<file path="src/rtl/hfg_feature_accumulator.sv">
// Weighted-rectangle summer: registered multiply + adder tree, then framed accumulation.
// Latency: beat sampled -> oValid after $clog2(NUM_REC)+2 cycles; 1 beat/cycle throughput.
// Backpressure: none; invalid beats travel as bubbles and never touch the accumulator.
module hfg_feature_accumulator #(
    parameter int NUM_REC  = 8,
    parameter int REC_W    = 21,
    parameter int WEIGHT_W = 3,
    parameter int ACC_W    = 24
) (
    input  logic                         iClk,
    input  logic                         iReset_n,
    input  logic                         iValid,
    input  logic                         iFirst,
    input  logic                         iLast,
    input  logic [NUM_REC*REC_W-1:0]     iRec,
    input  logic [NUM_REC*WEIGHT_W-1:0]  iWeight,
    output logic signed [ACC_W-1:0]      oFeature,
    output logic                         oValid,
    output logic                         oOverflow,
    output logic                         oDropped
);

    localparam int D  = $clog2(NUM_REC);
    localparam int L  = 1 << D;
    localparam int P  = REC_W + 1 + WEIGHT_W;
    localparam int S  = P + D;
    localparam int E  = ((S > ACC_W) ? S : ACC_W) + 1;
    localparam int NS = D + 2;

    localparam logic signed [E-1:0] MAX_V = {{(E-ACC_W+1){1'b0}}, {(ACC_W-1){1'b1}}};
    localparam logic signed [E-1:0] MIN_V = {{(E-ACC_W+1){1'b1}}, {(ACC_W-1){1'b0}}};

    typedef enum logic {IDLE, IN_GROUP} state_t;

    // Padding leaves get zero weight, so they contribute nothing to the tree.
    logic [L*REC_W-1:0]    rec_q;
    logic [L*WEIGHT_W-1:0] weight_q;
    logic [NS-1:0]         vld_sr;
    logic [NS-1:0]         first_sr;
    logic [NS-1:0]         last_sr;

    always_ff @(posedge iClk) begin
        rec_q    <= (L*REC_W)'(iRec);
        weight_q <= (L*WEIGHT_W)'(iWeight);
    end

    always_ff @(posedge iClk) begin
        if (!iReset_n) begin
            vld_sr   <= '0;
            first_sr <= '0;
            last_sr  <= '0;
        end else begin
            vld_sr   <= {vld_sr[NS-2:0], iValid};
            first_sr <= {first_sr[NS-2:0], iFirst};
            last_sr  <= {last_sr[NS-2:0], iLast};
        end
    end

    // Level 0 holds the products; each further level halves the node count and grows one bit.
    for (genvar lv = 0; lv <= D; lv++) begin : g_lvl
        localparam int W = P + lv;
        localparam int N = L >> lv;
        logic signed [W-1:0] node [N];

        if (lv == 0) begin : g_mul
            always_ff @(posedge iClk) begin
                for (int k = 0; k < N; k++) begin
                    node[k] <= P'($signed({1'b0, rec_q[k*REC_W +: REC_W]}))
                             * P'($signed(weight_q[k*WEIGHT_W +: WEIGHT_W]));
                end
            end
        end else begin : g_add
            always_ff @(posedge iClk) begin
                for (int i = 0; i < N; i++) begin
                    node[i] <= {g_lvl[lv-1].node[2*i][W-2],   g_lvl[lv-1].node[2*i]}
                             + {g_lvl[lv-1].node[2*i+1][W-2], g_lvl[lv-1].node[2*i+1]};
                end
            end
        end
    end

    logic signed [S-1:0] tree_sum;
    assign tree_sum = g_lvl[D].node[0];

    state_t                   state;
    logic signed [ACC_W-1:0]  acc;
    logic                     ovf;
    logic                     cont;
    logic signed [E-1:0]      sum_ext;
    logic signed [ACC_W-1:0]  sat_val;
    logic                     sat_flag;
    logic                     ovf_next;

    // A beat continues the running group only when one is open and it does not restart it.
    always_comb begin
        cont     = (state == IN_GROUP) & ~first_sr[NS-1];
        sum_ext  = E'(tree_sum) + (cont ? E'(acc) : '0);
        sat_flag = 1'b0;
        sat_val  = sum_ext[ACC_W-1:0];
        if (sum_ext > MAX_V) begin
            sat_val  = MAX_V[ACC_W-1:0];
            sat_flag = 1'b1;
        end else if (sum_ext < MIN_V) begin
            sat_val  = MIN_V[ACC_W-1:0];
            sat_flag = 1'b1;
        end
        ovf_next = sat_flag | (cont & ovf);
    end

    always_ff @(posedge iClk) begin
        if (!iReset_n) begin
            state     <= IDLE;
            acc       <= '0;
            ovf       <= 1'b0;
            oFeature  <= '0;
            oValid    <= 1'b0;
            oOverflow <= 1'b0;
            oDropped  <= 1'b0;
        end else begin
            oValid   <= 1'b0;
            oDropped <= 1'b0;
            if (vld_sr[NS-1]) begin
                oDropped <= (state == IN_GROUP) & first_sr[NS-1];
                if (last_sr[NS-1]) begin
                    oFeature  <= sat_val;
                    oOverflow <= ovf_next;
                    oValid    <= 1'b1;
                    state     <= IDLE;
                    acc       <= '0;
                    ovf       <= 1'b0;
                end else begin
                    state <= IN_GROUP;
                    acc   <= sat_val;
                    ovf   <= ovf_next;
                end
            end
        end
    end

endmodule

</file>
<file path="config.mk">
export PLATFORM = sky130hd
export DESIGN_NAME = hfg_feature_accumulator
export DESIGN_NICKNAME = d
export VERILOG_FILES = /design/src/rtl/hfg_feature_accumulator.sv
export SDC_FILE = /design/constraint.sdc
export NUM_CORES = 2
export LEC_CHECK = 0
export BUFFER_PORTS_ARGS = -buffer_cell sky130_fd_sc_hd__buf_2
export CAP_MARGIN = 10
export CORE_AREA = 2 2 317 319
export CTS_CLUSTER_SIZE = 20
export DETAILED_ROUTE_END_ITERATION = 7
export DIE_AREA = 0 0 319 321
export PLACE_DENSITY = 0.55
export RECOVER_POWER = 50
export SKIP_LAST_GASP = 1
export SYNTH_ARGS = -nofsm -noshare
export SYNTH_HDL_FRONTEND = slang
export SYNTH_SLANG_ARGS = --single-unit
</file>
<file path="constraint.sdc">
create_clock -name iClk -period 4.8 [get_ports iClk]
set_input_delay 1.44 -clock iClk [delete_from_list [all_inputs] [get_ports iClk]]
set_output_delay 1.44 -clock iClk [all_outputs]
set_load 0.005 [all_outputs]
</file>
=== Yosys cells after proc, flatten, opt, wreduce, memory -nomap -nowiden ===
Memory sizes are Yosys's and may differ from the RTL's.
Index checks and enable logic that the tools add are counted.

* Equality and inequality tests: 0
* Add/subtract/negate cells: 8
* Divide/modulo/power cells: 0
* $mul: 8
* Reduce and logical (&&, ||, !) cells: 2
* Bitwise gates (word level): 5
* Order comparisons: 2
* Mux-type cells: 9
* Shifts and indexed selects: 0

{| class="wikitable"
|+ Operators with widths
! cell !! number
|-
| 22-bit by 3-bit multiplier with 25-bit output || 8
|-
| 25-bit by 25-bit adder with 26-bit output || 4
|-
| 24-bit 2-to-1 mux || 3
|-
| 26-bit by 26-bit adder with 27-bit output || 2
|-
| 29-bit adder || 1
|-
| 29-bit by 24-bit > comparator with 1-bit output, second input constant || 1
|-
| 29-bit by 24-bit < comparator with 1-bit output, second input constant || 1
|-
| 29-bit 2-to-1 mux || 1
|-
| 27-bit by 27-bit adder with 28-bit output || 1
|-
| 1-bit 2-to-1 mux || 5
|-
| 2-bit AND reduction || 2
|-
| 1-bit bitwise AND || 3
|-
| 1-bit inverter || 1
|-
| 1-bit OR || 1
|}

* Latch bits: 0
* Memory bits (read-only): 0
* Register bits after elaboration: 260
* Memories: 4
* Memory bits (writable): 386

{| class="wikitable"
|+ Memory list
! name !! words !! width !! rd ports !! clocked after memory_dff !! write ports !! RTL line !! text
|-
| g_lvl[0].node || 8 || 25 || 8 || 0 || 8 || 63 || <nowiki>logic signed [W-1:0] node [N];</nowiki>
|-
| g_lvl[1].node || 4 || 26 || 4 || 0 || 4 || 63 ||
|-
| g_lvl[2].node || 2 || 27 || 2 || 0 || 2 || 63 ||
|-
| g_lvl[3].node || 1 || 28 || 1 || 0 || 1 || 63 ||
|}

=== Depth between registers and ports, before layout ===
* Depth after elaboration: 9
* Depth in mapped cells: 17

=== Worst setup path before layout ===
No wires, ideal clock.

* Path type: register -> register
* Start point: register weight_q[11]
* End point: memory g_lvl[0].node[0][98] (netlist bit)
* Cell stages (with the launch flop): 18
* Setup time: 123 ps
* Path buffers: 1
* Arrival time: 4362 ps
* Slack: 314 ps
* Path through: dfxtp_1 clkbuf_1 nand2b_1 fa_1 inv_1 fa_1 ha_1 fa_1 a21o_1 a21oi_1 o21ai_0 o211ai_1 a41o_1 o21ai_0 and4_1 a2111oi_0 a21oi_1 xor2_1

{| class="wikitable"
|+ RTL lines
! what !! RTL line !! text
|-
| from (decl) || 37 || <nowiki>logic [L*WEIGHT_W-1:0] weight_q;</nowiki>
|-
| from (signal assigned) || 44 || <nowiki>weight_q <= (L*WEIGHT_W)'(iWeight);</nowiki>
|-
| to (decl) || 63 ||
|}

==> run summary <==
run status - finished, final reports clean
compound-gate portion of the synthesized area - 0.1331
overall die width - 319 microns
worst hold path startpoint - vld_sr[2]
Post-synth EDFFs - 0
min Tclk post-route - 4481 ps
DR WL/cell - 14.13 microns
drt first-iter violations - 1184
GRT Residual Overflow - 0
leading cell type in the layout, fill and taps excluded - dfxtp_1
Sink Count - 646
Clock Tree Buf Depth - 3
setup TNS - 0 ps
CP endpoint kind - flop
Fin Hold WS - 435.3 ps
fmax - 223.2 MHz
# IOs - 224
FILL cells - 9733
vias per std cell - 4.840
Site Rows - 116
Least-Margin Pin Slew - 1172 ps
Final Cell Area - 0.04502 sq mm
Post-Synth Simple-Gate Area - 0.1593
Initial DRT Pass Iterations - 5
primary flip-flop cell chosen by synthesis mapping - dfxtp_1
Post-CTS Setup Repair Bufs - 0
Worst Path Required - 5360 ps
mux share of post-synthesis cell area - 0.0002867
depth of the CTS H-tree - 3
fin crit share - 0.9335
Crit path arrival time - 5040 ps
worst path cell trace - buf_4 -> nand2_1 -> fa_1 -> inv_1 -> ha_1 -> ha_1 -> a21o_1 -> a211o_1 -> a21oi_2 -> a2111oi_1 -> a311oi_2 -> nor3_1 -> a221o_1 -> o41ai_4 -> or4b_1 -> o211ai_1
RSZ-0062 raised after global routing - no
CTS buffer count - 80
reg-to-reg slack, setup - 320 ps
Post-DP Area - 0.04211 sq mm
CP max FO - 17
vias in the first global route - 28670
Synth async-reset ratio - 0
MaxCap Viol Count - 0
gate count after technology mapping - 4255
Hold Vio Cnt, Final - 0
worst flop-to-flop path endpoint - g_lvl[0].node[0][99]
Slew Viols, Final - 0
core area - 0.09928 sq mm
adder-cell share of the synthesized area - 0.2653
nets@finish - 5461
slowest CP cell - fa_1
largest net degree at the start of global routing - 27
footprint of the multi-input gates - 0.02456 sq mm
Slew Limit Headroom - 0.2188
critical setup path kind - flop to flop
die area - 0.1024 sq mm
sequential area share after synthesis - 0.3293
hold path depth - 1
chip height - 321 microns
total of warnings raised by yosys - 0
Leakage - 22.26 nW
clock skew - 18.58 ps
Hold Path Sink - vld_sr[3]
CP Launch Type - flop
CTS Root Cell - clkbuf_16
Syn Nets - 5179
Synth Register Bits - 646
synthesized area - 0.03927 sq mm
reg2reg path depth - 16
first-pass GRT wire length - 141.4 mm
Final setup viols - 0
syn_area_per_cell - 9.230 sq um
share of layout cells above drive strength 1 - 0.09642
Critical path origin - weight_q[9]
Area Growth Syn to Fin - 14.63%
Clock transition at path regs - 60 ps
antenna-violating nets left - 0
Pwr Density - 572.0 mW/mm^2
Initial Util - 0.3956
Skew-Pair Late Insertion Delay - 640 ps
commonest non-fill, non-tap cells in the layout - 643 x dfxtp_1, 551 x ha_1, 461 x nand2_1, 409 x inv_1, 242 x nor2_1
post-cts hold buffer count - 0
reg2reg start - weight_q[9]
input/output buffers - 223
worst vdd ir - 277.1 uV
Max stage delay on crit path - 530 ps
sequential cell area - 0.01294 sq mm
vias - 28580
Post-Route WL - 83.41 mm
largest family of logic cells by synthesized area - adder cells
CTS tree - yes
Critical Path Most Common Cell - ha_1
Tot Pwr - 25.75 mW
Yosys cell types - 75
initial antenna violation count - 5
RePlAce Congestion - 0.8303
Hold Crit Class - flop to flop
post-DP HPWL - 66.53 mm
xor/xnor cell area share of the yosys netlist - 0.06713
DRC viols - 0
Total GRT Usage - 0.1663
-- logic make-up (layout without fill, tap and decap cells) --
family | Yosys count | count (layout)
adder cells (fa/ha/maj) | 727 | 727
XOR/XNOR | 301 | 301
flip-flops | 646 | 646
other | 0 | 2
AND/OR/NAND/NOR | 1301 | 1301
buffers and inverters | 477 | 827
AO/OA/AOI/OAI | 802 | 802
multiplexers | 1 | 1
-- Yosys cell counts (all sizes together) (73+ instances only) --
cell | instances | area [sq um]
o21ai | 163 | 815.8
inv | 409 | 1535
xor2 | 73 | 639.4
nand2b | 182 | 1139
nand2 | 461 | 1730
a21o | 102 | 765.7
ha | 551 | 6894
nor2 | 242 | 908.4
dfxtp | 646 | 12930
fa | 176 | 3523
and2 | 93 | 581.8
a21oi | 241 | 1214
xnor2 | 228 | 1997
-- sequential cells by signal (all words and copies together) (netlist names) --
register    cells
weight_q       24
oOverflow       1
first_sr        5
oFeature       24
rec_q         168
acc            24
state           1
oDropped        1
oValid          1
ovf             1
g_lvl.node    386
vld_sr          5
last_sr         5
-- metal layers --
metal,wire [microns],GRT usage,up-vias
li1,-,-,14920
met1,43410,0.2375,13180
met2,34950,0.2573,354
met3,2747,0.02676,122
met4,2310,0.04990,0
met5,0,0,-
-- critical path, delay by kind of cell, from the launching register on --
family          cells  cell delay, ps
compound gates      8            1920
fa+ha+maj           3            1120
simple gates        3             680
flops               1             380
buf+inv             2             280
-- worst max path at each step --
stage,to,slack (ps),depth (start not counted)
2_1_floorplan,g_lvl[0].node[0][98],310,17
3_3_place_gp,g_lvl[0].node[1][23],210,16
3_5_place_dp,g_lvl[0].node[0][98],170,17
4_1_cts,g_lvl[0].node[1][23],120,16
5_1_grt,g_lvl[0].node[0][48],3,16
6_report,g_lvl[0].node[0][99],320,16
-- repair_timing --
item                                   4_1_cts  5_1_grt
setup endpoints to repair                    0        8
endpoints found under the hold margin        0        0
gates resized for setup                      0        5
-- final cells by class --
cell class	instances	area share
repair buffers	268	0.03218
diodes	2	0.0001112
well taps	1298	0.03607
multi-input cells	3132	0.5456
clock inverters	49	0.01529
flip-flops and latches	646	0.2873
clock buffers	101	0.04936
inverters	409	0.03410
-- power by group --
part           leakage, nW  total (mW)  internal, mW  switching [mW]
Combinational         15.4        11.5          5.16            6.33
Clock                 1.42        6.53          4.07            2.46
Sequential            5.42        7.73          6.96           0.775
Total                 22.3        25.7          16.2            9.57
-- stage by stage --
step,utilization,instances,setup slack (ps)
after floorplan,-,4255,314.4
after global placement,0.4241,5753,212.5
after detailed placement,0.4241,5753,169.5
after CTS,0.4535,5903,123.3
after global routing,0.4535,5904,2.922
final,0.4535,5905,319.0
(Power assumes the default switching activity.)
